File: config.mk
export PLATFORM = sky130hd
export DESIGN_NAME = data_plane_rx_fifo
export DESIGN_NICKNAME = d
export VERILOG_FILES = /design/src/rtl/dp_pkg.sv /design/src/rtl/rx_ram_2p.sv /design/src/rtl/data_plane_rx_fifo.sv
export SDC_FILE = /design/constraint.sdc
export NUM_CORES = 1
export LEC_CHECK = 0
export CORE_MARGIN = 3
export CORE_UTILIZATION = 50
export CTS_CLUSTER_DIAMETER = 100
export CTS_CLUSTER_SIZE = 10
export DETAILED_ROUTE_END_ITERATION = 16
export GPL_TIMING_DRIVEN = 1
export PLACE_DENSITY_LB_ADDON = 0.12
export SLEW_MARGIN = 20
export SYNTH_ARGS = -nofsm -noshare
export SYNTH_HDL_FRONTEND = slang
export SYNTH_SLANG_ARGS = --single-unit
File: constraint.sdc
create_clock -name clk -period 5.45 [get_ports clk]
set_clock_uncertainty 0.05 [all_clocks]
set_input_delay 0.545 -clock clk [delete_from_list [all_inputs] [get_ports clk]]
set_output_delay 0.545 -clock clk [all_outputs]
set_load 0.05 [all_outputs]
File: src/rtl/dp_pkg.sv
// Shared data-plane types: default field widths and the {dest, payload} packet layout.
package dp_pkg;

   localparam int DP_ID_W   = 16;
   localparam int DP_DATA_W = 16;

   typedef struct packed {
      logic [DP_ID_W-1:0]   dest;
      logic [DP_DATA_W-1:0] payload;
   } dp_packet_t;

endpackage

File: src/rtl/rx_ram_2p.sv
// Simple dual-port RAM: one write port, one registered read port on the same clock.
// The read register resets to zero and holds its value when no read is issued.
module rx_ram_2p #(
   parameter int DATA_W = 16,
   parameter int DEPTH  = 16
) (
   input  logic                     clk,
   input  logic                     rst,
   input  logic                     we_i,
   input  logic [$clog2(DEPTH)-1:0] waddr_i,
   input  logic [DATA_W-1:0]        wdata_i,
   input  logic                     re_i,
   input  logic [$clog2(DEPTH)-1:0] raddr_i,
   output logic [DATA_W-1:0]        rdata_o
);

   logic [DATA_W-1:0] mem_q [DEPTH];
   logic [DATA_W-1:0] rdata_q;

   always_ff @(posedge clk) begin
      if (we_i) begin
         mem_q[waddr_i] <= wdata_i;
      end
   end

   always_ff @(posedge clk) begin
      if (rst) begin
         rdata_q <= '0;
      end else if (re_i) begin
         rdata_q <= mem_q[raddr_i];
      end
   end

   assign rdata_o = rdata_q;

endmodule

File: src/rtl/data_plane_rx_fifo.sv
// Receive buffer: filters packets by destination ID into a circular FIFO, pulses a flag per
// MSG_LEN accepted words, and lets the GPP pop words in order with one cycle of read latency.
module data_plane_rx_fifo
   import dp_pkg::*;
#(
   parameter int ID_W    = DP_ID_W,
   parameter int DATA_W  = DP_DATA_W,
   parameter int DEPTH   = 16,
   parameter int MSG_LEN = 5
) (
   input  logic                     clk,
   input  logic                     rst,
   input  logic [ID_W+DATA_W-1:0]   data_rx_packet,
   input  logic                     data_rx_valid,
   input  logic [ID_W-1:0]          node_id,
   input  logic                     gpp_rtr_dp,
   output logic [DATA_W-1:0]        RAM_rx_data_out,
   output logic                     rx_data_out_valid,
   output logic                     data_rx_complete_flag,
   output logic                     rx_full,
   output logic                     rx_empty,
   output logic [$clog2(DEPTH):0]   rx_level,
   output logic                     rx_overflow
);

   localparam int AW = $clog2(DEPTH);
   localparam int LW = AW + 1;
   localparam int CW = (MSG_LEN > 1) ? $clog2(MSG_LEN) : 1;
   localparam logic [CW-1:0] MSG_LAST = CW'(MSG_LEN - 1);
   localparam logic [LW-1:0] LVL_FULL = LW'(DEPTH);

   logic [AW-1:0] wr_ptr_q, wr_ptr_d, rd_ptr_q, rd_ptr_d;
   logic [LW-1:0] level_q, level_d;
   logic [CW-1:0] msg_q, msg_d;
   logic          flag_q, flag_d;
   logic          full_q, empty_q, ovf_q, ovf_d, valid_q;
   logic          match, accept, drop, pop;

   // Full/empty are registered, so a pop on an empty FIFO never reads through a same-cycle write.
   assign match  = data_rx_valid && (data_rx_packet[ID_W+DATA_W-1:DATA_W] == node_id);
   assign accept = match && !full_q;
   assign drop   = match && full_q;
   assign pop    = gpp_rtr_dp && !empty_q;

   always_comb begin
      wr_ptr_d = wr_ptr_q;
      rd_ptr_d = rd_ptr_q;
      level_d  = level_q;
      msg_d    = msg_q;
      flag_d   = 1'b0;
      ovf_d    = ovf_q | drop;
      if (accept) begin
         wr_ptr_d = wr_ptr_q + AW'(1);
      end
      if (pop) begin
         rd_ptr_d = rd_ptr_q + AW'(1);
      end
      if (accept && !pop) begin
         level_d = level_q + LW'(1);
      end else if (!accept && pop) begin
         level_d = level_q - LW'(1);
      end
      if (accept) begin
         if (msg_q == MSG_LAST) begin
            msg_d  = '0;
            flag_d = 1'b1;
         end else begin
            msg_d = msg_q + CW'(1);
         end
      end
   end

   always_ff @(posedge clk) begin
      if (rst) begin
         wr_ptr_q <= '0;
         rd_ptr_q <= '0;
         level_q  <= '0;
         msg_q    <= '0;
         flag_q   <= 1'b0;
         full_q   <= 1'b0;
         empty_q  <= 1'b1;
         ovf_q    <= 1'b0;
         valid_q  <= 1'b0;
      end else begin
         wr_ptr_q <= wr_ptr_d;
         rd_ptr_q <= rd_ptr_d;
         level_q  <= level_d;
         msg_q    <= msg_d;
         flag_q   <= flag_d;
         full_q   <= (level_d == LVL_FULL);
         empty_q  <= (level_d == '0);
         ovf_q    <= ovf_d;
         valid_q  <= pop;
      end
   end

   rx_ram_2p #(
      .DATA_W (DATA_W),
      .DEPTH  (DEPTH)
   ) u_ram (
      .clk     (clk),
      .rst     (rst),
      .we_i    (accept),
      .waddr_i (wr_ptr_q),
      .wdata_i (data_rx_packet[DATA_W-1:0]),
      .re_i    (pop),
      .raddr_i (rd_ptr_q),
      .rdata_o (RAM_rx_data_out)
   );

   assign rx_data_out_valid     = valid_q;
   assign data_rx_complete_flag = flag_q;
   assign rx_full               = full_q;
   assign rx_empty              = empty_q;
   assign rx_level              = level_q;
   assign rx_overflow           = ovf_q;

endmodule

==> flow_summary.json, run 1 <==
{
  "arrival_ps": 3420,
  "hold_ws_ps": 403,
  "die_h_um": 158,
  "slowest_stage": "or4_4",
  "mappedNetlistNets": 660,
  "rsz0062_at_grt": "no",
  "synth_edf_count": 256,
  "root_buffer": "clkbuf_16",
  "synth_top_family_by_area": "multiplexers",
  "critical-path-max-stage-delay_ps": 590,
  "power_leakage_nw": 4.31,
  "ys_warn_count": 0,
  "muxShareOfSynthArea_pct": 16.0,
  "path_class": "input pin to register",
  "drtIter0Drc": 593,
  "worst-path-buf-inv": 2,
  "final.period_utilization_pct": 60.1,
  "ctsLongestPathBuffers": 3,
  "cp_common_cell": "nand2_1",
  "dpl_cell_area_um2": 12700,
  "hpwlAfterDp_um": 14600,
  "ys_seq_area_share_pct": 73.3,
  "cp-end-kind": "register",
  "globalRouteOverflowTotal": 0,
  "fmax_mhz": 306,
  "cts_resized": 0,
  "port-buffer-count": 77,
  "drc_errors": 0,
  "maxCapViolCount": 0,
  "cts_made_buffers": 35,
  "period_minus_slack_ps": 3270,
  "seq_area_um2": 8430,
  "fin_area_um2": 13800,
  "powerDensity_nw_per_um2": 391,
  "die_w_um": 158,
  "synth_compound_area_share_pct": 1.82,
  "hp-start": "u_ram.rdata_o[7]",
  "ys_ff_latch": 293,
  "fin_tns_setup_ps": 0,
  "synth_most_common_cell": "edfxtp_1",
  "vias": 5971,
  "synth_top_cell_by_area": "edfxtp_1",
  "synthTopCellsByCount": "edfxtp_1, mux4_2, nand2_1",
  "max-vdd-ir-drop_mv": 0.245,
  "viasPerCell": 5.89,
  "final_nets": 767,
  "io_pins": 78,
  "multi_input_area_um2": 2930,
  "cts_tree": "done",
  "fp.coreArea_um2": 22200,
  "hp-class": "register to register",
  "yosysTopAreaCellShare_pct": 66.8,
  "first_pass_iters": 5,
  "outcome": "complete, no violations",
  "grt_pass1_wl_um": 37000,
  "postCtsSetupRepairBufs": 0,
  "crit_path_cell_trace": "clkdlybuf4s50_1 -> xnor2_1 -> nand2_1 -> or4_4 -> nor4b_4 -> nand2_1 -> nor3_2 -> buf_4",
  "power_mw": 5.39,
  "postSynth.asyncResetShare_pct": 0,
  "antenna_found_initial": 0,
  "required_ps": 5590,
  "synthSimpleGateAreaFrac_pct": 4.67,
  "syn2layout_area_growth_pct": 19.6,
  "num_antenna_cells": 0,
  "place_congestion": 0.766,
  "synth_area_leaders": "edfxtp_1, mux4_2, dfxtp_1",
  "cts.sinks": 293,
  "worstReg2RegStart": "rd_ptr_q[1]",
  "num_rows": 54,
  "n_fill_cell": 1612,
  "wl_per_cell_um": 24.0,
  "cts.clk_slew.worst_paths_ps": 50,
  "clock_latency_ps": 510,
  "start_util_pct": 51.8,
  "synth-main-ff-cell": "edfxtp_1",
  "synth-xor-area-share_pct": 1.74,
  "grt_max_degree": 38,
  "drive_above_1_share_pct": 22.1,
  "post_synth.cell_area_avg_um2": 19.2,
  "hold_violations": 0,
  "crit_fanout": 11,
  "drt-total-wl_um": 24400,
  "layoutNonFillerInstCount": 1013,
  "cp-start-kind": "input pin",
  "ant_nets": 0,
  "dp.cells": 949,
  "slew_headroom_pct": 41.4,
  "setup_viol": 0,
  "hold_buffers": 0,
  "netlist_area_um2": 11500,
  "setup.worst_path.start": "data_rx_packet[28]",
  "worst_pin_slew_ps": 879,
  "dieArea_um2": 24900,
  "synth_fa_ha_area_share_pct": 0.979,
  "grt_pass1_vias": 6106,
  "ys_types": 41,
  "htree_levels": 2,
  "drv_slew": 0,
  "syn_inst": 599,
  "cpLargestDelayFamily": "simple AND/OR/NAND/NOR gates",
  "track_usage_pct": 20.2
}
[per-layer routing]
| layer | wire length (µm) | vias to the layer above | global-route usage [%] |
|---|---|---|---|
| li1 | - | 2612 | - |
| met1 | 10700 | 3090 | 29.7 |
| met2 | 11400 | 229 | 31.5 |
| met3 | 1760 | 40 | 3.85 |
| met4 | 484 | 0 | 5.70 |
| met5 | 0 | - | 0 |
[where the power goes]
group	total [mW]	switching (mW)	internal [mW]
logic	0.750	0.386	0.365
registers	2.56	0.0833	2.48
clock network	2.07	0.833	1.24
total	5.39	1.30	4.08
[state kept, by name, summed over array words and instances (netlist names)]
register,count
u_ram.mem_q,256
u_ram.rdata_o,16
rx_level,5
rd_ptr_q,4
wr_ptr_q,4
msg_q,3
data_rx_complete_flag,1
rx_data_out_valid,1
rx_empty,1
rx_full,1
rx_overflow,1
[layout make-up]
type                       instances  area share [%]
sequential                       293            61.3
multi-input combinational        264            21.3
clock buffer                      61            7.23
timing repair buffer             102            7.11
tap                              280            2.55
inverter                          10           0.273
clock inverter                     3           0.246
[worst paths after layout]
check / end / slack, ps / cells after the start
max reg2reg: u_ram.rdata_o[15] / 2650 / 5
min: u_ram.rdata_o[7] / 400 / 2
max: u_ram.mem_q[2][15] / 2180 / 8
min reg2reg: u_ram.rdata_o[7] / 400 / 2
[layout by cell type, fill, tap and decap left out, drive strengths merged, types with 2 or more instances in the layout]
cell type	count
edfxtp	256
mux4	80
clkdlybuf4s50	77
clkbuf	61
nand2	48
dfxtp	37
nor2	36
buf	25
a21oi	21
inv	12
xor2	11
xnor2	11
ha	9
nor3	6
nand4	5
mux2i	4
nand2b	3
o21ai	3
nor4	3
nand3	2
or2	2
a2111oi	2
nand3b	2
and2	2
o32a	2
nor4b	2
[metrics by stage]
step           worst slack [ps]  utilization [%]
2_1_floorplan              1910                -
3_3_place_gp               1640             57.2
3_5_place_dp               1480             57.2
4_1_cts                    2000             61.9
5_1_grt                    1990             61.9
6_report                   2180             61.9
[tightest hold or removal path: cells and delay by family, from the launching register on]
family	cells	cell delay, ps
AOI/OAI and AO/OA	1	50
DFF	1	300
and+or+nand+nor	1	50
[cell families after synthesis]
group / count (synthesis)
AND/OR/NAND/NOR: 115
adder cells (fa/ha/maj): 9
XOR/XNOR: 22
AO/OA/AOI/OAI: 34
multiplexers: 84
buffers and inverters: 42
flip-flops: 293
Power figures use the tool's default switching activity.
==> run 2, diff against run 1 <==
==> constraint.sdc (replaced) <==
create_clock -name clk -period 2.7 [get_ports clk]
set_clock_uncertainty 0.05 [all_clocks]
set_input_delay 0.27 -clock clk [delete_from_list [all_inputs] [get_ports clk]]
set_output_delay 0.27 -clock clk [all_outputs]
set_load 0.05 [all_outputs]
==> run 2 against run 1 <==
Net effect:
- first-iteration DRC count is 5.7% lower
- sequential cell count is the same
- clock-buffer cell count is 1 higher
- non-clock buffer count rose by 24
- hold slack worse by 1.3 ps
- die area unchanged
==> flow_summary.json, run 2 (same netlist as run 1, synthesis figures left out) <==
{
  "start_util_pct": 51.8,
  "drc_errors": 0,
  "power_leakage_nw": 4.46,
  "cts_resized": 0,
  "cts.sinks": 293,
  "critical-path-max-stage-delay_ps": 540,
  "globalRouteOverflowTotal": 0,
  "sw_frac_of_total_pct": 24.2,
  "grt_max_degree": 38,
  "final_cell_mix": "edfxtp_1, mux4_2, clkdlybuf4s50_1",
  "final_nets": 791,
  "hp-class": "register to register",
  "drtIter0Drc": 559,
  "largest_reg_flops": 256,
  "root_buffer": "clkbuf_16",
  "pwr-share-seq_pct": 46.5,
  "cp-end-kind": "register",
  "postCtsSetupRepairBufs": 0,
  "fmax_mhz": 419,
  "max-vdd-ir-drop_mv": 0.562,
  "cpLargestDelayFamily": "simple AND/OR/NAND/NOR gates",
  "path_class": "input pin to register",
  "die_h_um": 158,
  "powerDensity_nw_per_um2": 782,
  "ctsLongestPathBuffers": 3,
  "place_congestion": 0.800,
  "hold_buffers": 0,
  "clock_latency_ps": 500,
  "power.internal_mw": 8.34,
  "die_w_um": 158,
  "crit_path_cell_trace": "clkdlybuf4s50_1 -> xnor2_1 -> nand2_1 -> or4_4 -> nor4b_4 -> buf_4 -> nand2_1 -> nor2_1 -> buf_12",
  "grt_pass1_vias": 6342,
  "required_ps": 2840,
  "dpl_cell_area_um2": 13000,
  "final.period_utilization_pct": 88.4,
  "num_rows": 54,
  "viasPerCell": 5.84,
  "setup_viol": 0,
  "drv_slew": 0,
  "cts_tree": "done",
  "io_pins": 78,
  "worst-path-buf-inv": 3,
  "slew_headroom_pct": 51.3,
  "cp-start-kind": "input pin",
  "p_switching_mw": 2.66,
  "port-buffer-count": 77,
  "track_usage_pct": 20.6,
  "worst_pin_slew_ps": 729,
  "drt-total-wl_um": 24600,
  "final_core_util_pct": 63.3,
  "dieArea_um2": 24900,
  "cp_common_cell": "nand2_1",
  "cts.clk_slew.worst_paths_ps": 50,
  "vias": 6052,
  "grt_pass1_wl_um": 37900,
  "regMostFlops": "u_ram.mem_q",
  "outcome": "complete, no violations",
  "pwr-share-clk_pct": 38.2,
  "fp.coreArea_um2": 22200,
  "htree_levels": 2,
  "num_antenna_cells": 0,
  "rsz0062_at_grt": "no",
  "hold_violations": 0,
  "antenna_found_initial": 0,
  "cts_made_buffers": 35,
  "first_pass_iters": 4,
  "fin_tns_setup_ps": 0,
  "period_minus_slack_ps": 2390,
  "hpwlAfterDp_um": 16200,
  "final_common_cell": "edfxtp_1",
  "wl_per_cell_um": 23.8,
  "pwr-share-comb_pct": 15.4,
  "arrival_ps": 2530,
  "maxCapViolCount": 0,
  "fin_area_um2": 14100,
  "syn2layout_area_growth_pct": 22.3,
  "slowest_stage": "or4_4",
  "crit_fanout": 16,
  "ant_nets": 0,
  "drive_above_1_share_pct": 24.6
}
[run 2: final timing paths]
path,startpoint,end,slack (ps),cells past startpoint
worst min-delay path,u_ram.rdata_o[5],u_ram.rdata_o[5],400,2
worst min register to register,u_ram.rdata_o[5],u_ram.rdata_o[5],400,2
worst max-delay path,node_id[12],u_ram.mem_q[4][10],310,9
worst max register to register,rd_ptr_q[0],u_ram.rdata_o[5],500,5
[run 2: cell type report]
cell class	instances	area, µm²
multi-input cells	264	2930
repair buffers	126	1290
flip-flops and latches	293	8430
inverters	10	37.5
fillers	1543	8160
well taps	280	350
clock buffers	62	1020
clock inverters	1	8.76
[run 2: stage by stage]
| stage | total power, mW | instances | hold WS [ps] | setup slack, ps |
|---|---|---|---|---|
| after floorplan | 6.28 | 599 | 319 | -137 |
| after global placement | 6.88 | 973 | 393 | -163 |
| after detailed placement | 6.92 | 973 | 397 | -191 |
| after CTS | 11.1 | 1036 | 404 | 315 |
| after global routing | 11.4 | 1036 | 425 | 197 |
| final | 11.0 | 1036 | 402 | 313 |
[run 2: power by group through the flow]
stage	clock (mW)	combinational (mW)	sequential, mW
6_report	4.20	1.69	5.11
5_1_grt	4.49	1.82	5.13
4_1_cts	4.31	1.72	5.11
3_5_place_dp	0	1.71	5.21
3_3_place_gp	0	1.68	5.20
2_1_floorplan	0	0.877	5.40
[run 2: worst min-delay path, cell delays in order (launching register included)]
cell and delay [ps]:
dfxtp_1 300, nand2_1 50, a21oi_1 50
[run 2: routing by layer]
metal | share of wire [%] | track usage, % | up-vias
met5 | 0 | 0 | -
met2 | 48 | 32.3 | 222
met1 | 43 | 30.2 | 3141
li1 | - | - | 2657
met3 | 7.8 | 4.29 | 32
met4 | 1.5 | 5.00 | 0
==> run 3, diff against run 2 <==
--- a/config.mk
+++ b/config.mk
@@ -6,7 +6,7 @@
 export NUM_CORES = 1
 export LEC_CHECK = 0
 export CORE_MARGIN = 3
-export CORE_UTILIZATION = 50
+export CORE_UTILIZATION = 40
 export CTS_CLUSTER_DIAMETER = 100
 export CTS_CLUSTER_SIZE = 10
 export DETAILED_ROUTE_END_ITERATION = 16
==> run 3 against run 2 <==
Net effect:
- hold slack worse by 130 ps
- setup slack worse by 40 ps
- die area grew 24%
- clock-buffer cell count shrank 5
- non-clock buffer count up 1
- clock power decreased by 3%
- critical path type unchanged
- critical endpoint is now u_ram.mem_q[7][9]
- highest routed layer unchanged
==> flow_summary.json, run 3 (same netlist as run 1, synthesis figures left out) <==
{
  "port-buffer-count": 77,
  "cts.sinks": 293,
  "pwr-share-seq_pct": 47.0,
  "grt_pass1_vias": 6344,
  "crit_fanout": 16,
  "pwr-share-clk_pct": 37.4,
  "final_cell_mix": "edfxtp_1, mux4_2, clkdlybuf4s50_1",
  "critical-path-max-stage-delay_ps": 540,
  "worst-path-buf-inv": 3,
  "arrival_ps": 2570,
  "ctsLongestPathBuffers": 3,
  "hp-class": "input pin to register",
  "syn2layout_area_growth_pct": 22.7,
  "track_usage_pct": 17.1,
  "finalWorstSetupSlack_ps": 273,
  "cp_common_cell": "nand2_1",
  "setup_viol": 0,
  "place_congestion": 0.808,
  "final_nets": 792,
  "outcome": "complete, no violations",
  "io_pins": 78,
  "grt_pass1_wl_um": 39300,
  "hpwlAfterDp_um": 17100,
  "start_util_pct": 41.0,
  "die_h_um": 176,
  "pwr-share-comb_pct": 15.5,
  "drc_errors": 0,
  "hold_ws_ps": 274,
  "worst_pin_slew_ps": 725,
  "die_w_um": 176,
  "largest_reg_flops": 256,
  "cts_tree": "done",
  "sw_frac_of_total_pct": 24.6,
  "globalRouteOverflowTotal": 0,
  "max-vdd-ir-drop_mv": 0.377,
  "n_fill_cell": 2347,
  "hold_buffers": 0,
  "dp.cells": 1072,
  "grt_max_degree": 38,
  "viasPerCell": 5.27,
  "clock_latency_ps": 500,
  "wl_per_cell_um": 22.8,
  "drtIter0Drc": 385,
  "num_rows": 61,
  "antenna_found_initial": 1,
  "drt-total-wl_um": 25800,
  "layoutNonFillerInstCount": 1132,
  "postCtsSetupRepairBufs": 0,
  "hold_violations": 0,
  "crit_path_cell_trace": "clkdlybuf4s50_1 -> xnor2_1 -> nand2_1 -> or4_4 -> nor4b_4 -> buf_4 -> nand2_1 -> nor2_1 -> buf_12",
  "vias": 5964,
  "cts_resized": 0,
  "final_common_cell": "edfxtp_1",
  "root_buffer": "clkbuf_16",
  "period_minus_slack_ps": 2430,
  "slowest_stage": "or4_4",
  "drv_slew": 0,
  "regMostFlops": "u_ram.mem_q",
  "pre_cts_ws_ps": -225,
  "required_ps": 2850,
  "cp-start-kind": "input pin",
  "dieArea_um2": 30800,
  "cpLargestDelayFamily": "simple AND/OR/NAND/NOR gates",
  "rsz0062_at_grt": "no",
  "htree_levels": 2,
  "fp.coreArea_um2": 28100,
  "maxCapViolCount": 0,
  "fmax_mhz": 412,
  "drive_above_1_share_pct": 24.8,
  "powerDensity_nw_per_um2": 772,
  "power.internal_mw": 8.22,
  "cts.clk_slew.worst_paths_ps": 50,
  "p_switching_mw": 2.68,
  "final_core_util_pct": 50.3,
  "first_pass_iters": 5,
  "slew_headroom_pct": 51.7,
  "final.period_utilization_pct": 89.9,
  "cp-end-kind": "register",
  "power_leakage_nw": 4.44,
  "path_class": "input pin to register",
  "cts_made_buffers": 35,
  "ant_nets": 0
}
run 3: cell count changes in the layout (fill, tap and decap cells not counted), moves of 2 or more:
cell       previous run  this run
clkbuf_1             25        22
buf_12               12        10
buf_4                37        40
clkbuf_16            37        35
run 3: path summary, 6_finish.rpt:
check | start | to | slack [ps] | depth (start not counted)
hold reg to reg | u_ram.rdata_o[3] | u_ram.rdata_o[3] | 400 | 2
setup reg to reg | rd_ptr_q[0] | u_ram.rdata_o[13] | 420 | 5
setup / recovery | node_id[12] | u_ram.mem_q[7][9] | 270 | 9
hold / removal | rst | wr_ptr_q[3] | 270 | 2
run 3: area by class of cell:
type,count,area [µm²],share of cell area [%]
clock inverter,2,17.5,0.124
timing repair buffer,127,1270,8.97
antenna,1,2.50,0.0177
sequential,293,8430,59.7
clock buffer,57,958,6.79
multi-input combinational,264,2930,20.8
tap,378,473,3.35
inverter,10,37.5,0.266
run 3: worst register-to-register path: stages (launching register included):
cell and delay (ps):
dfxtp_4 600, buf_4 290, mux4_2 530, mux4_2 460, nand2_1 120, a21oi_1 70
run 3: layer usage:
| layer | GRT usage (%) | up-vias | wire length [µm] |
|---|---|---|---|
| met2 | 26.2 | 188 | 11900 |
| li1 | - | 2645 | - |
| met4 | 4.09 | 0 | 406 |
| met3 | 4.63 | 32 | 1800 |
| met1 | 24.6 | 3099 | 11800 |
| met5 | 0 | - | 0 |
run 3: power by group through the flow:
stage,sequential [mW],clock (mW),combinational [mW]
detailed placement,5.22,0,1.71
finish,5.13,4.08,1.69
CTS,5.13,4.18,1.72
floorplan,5.40,0,0.877
global route,5.14,4.38,1.82
global placement,5.22,0,1.70
run 3: through the flow:
stage	power, mW	instance area [µm²]	TNS, ps
floorplan	6.28	11500	-20780
global placement	6.92	13100	-40690
detailed placement	6.94	13100	-47620
CTS	11.0	14100	0
global route	11.3	14100	0
finish	10.9	14100	0
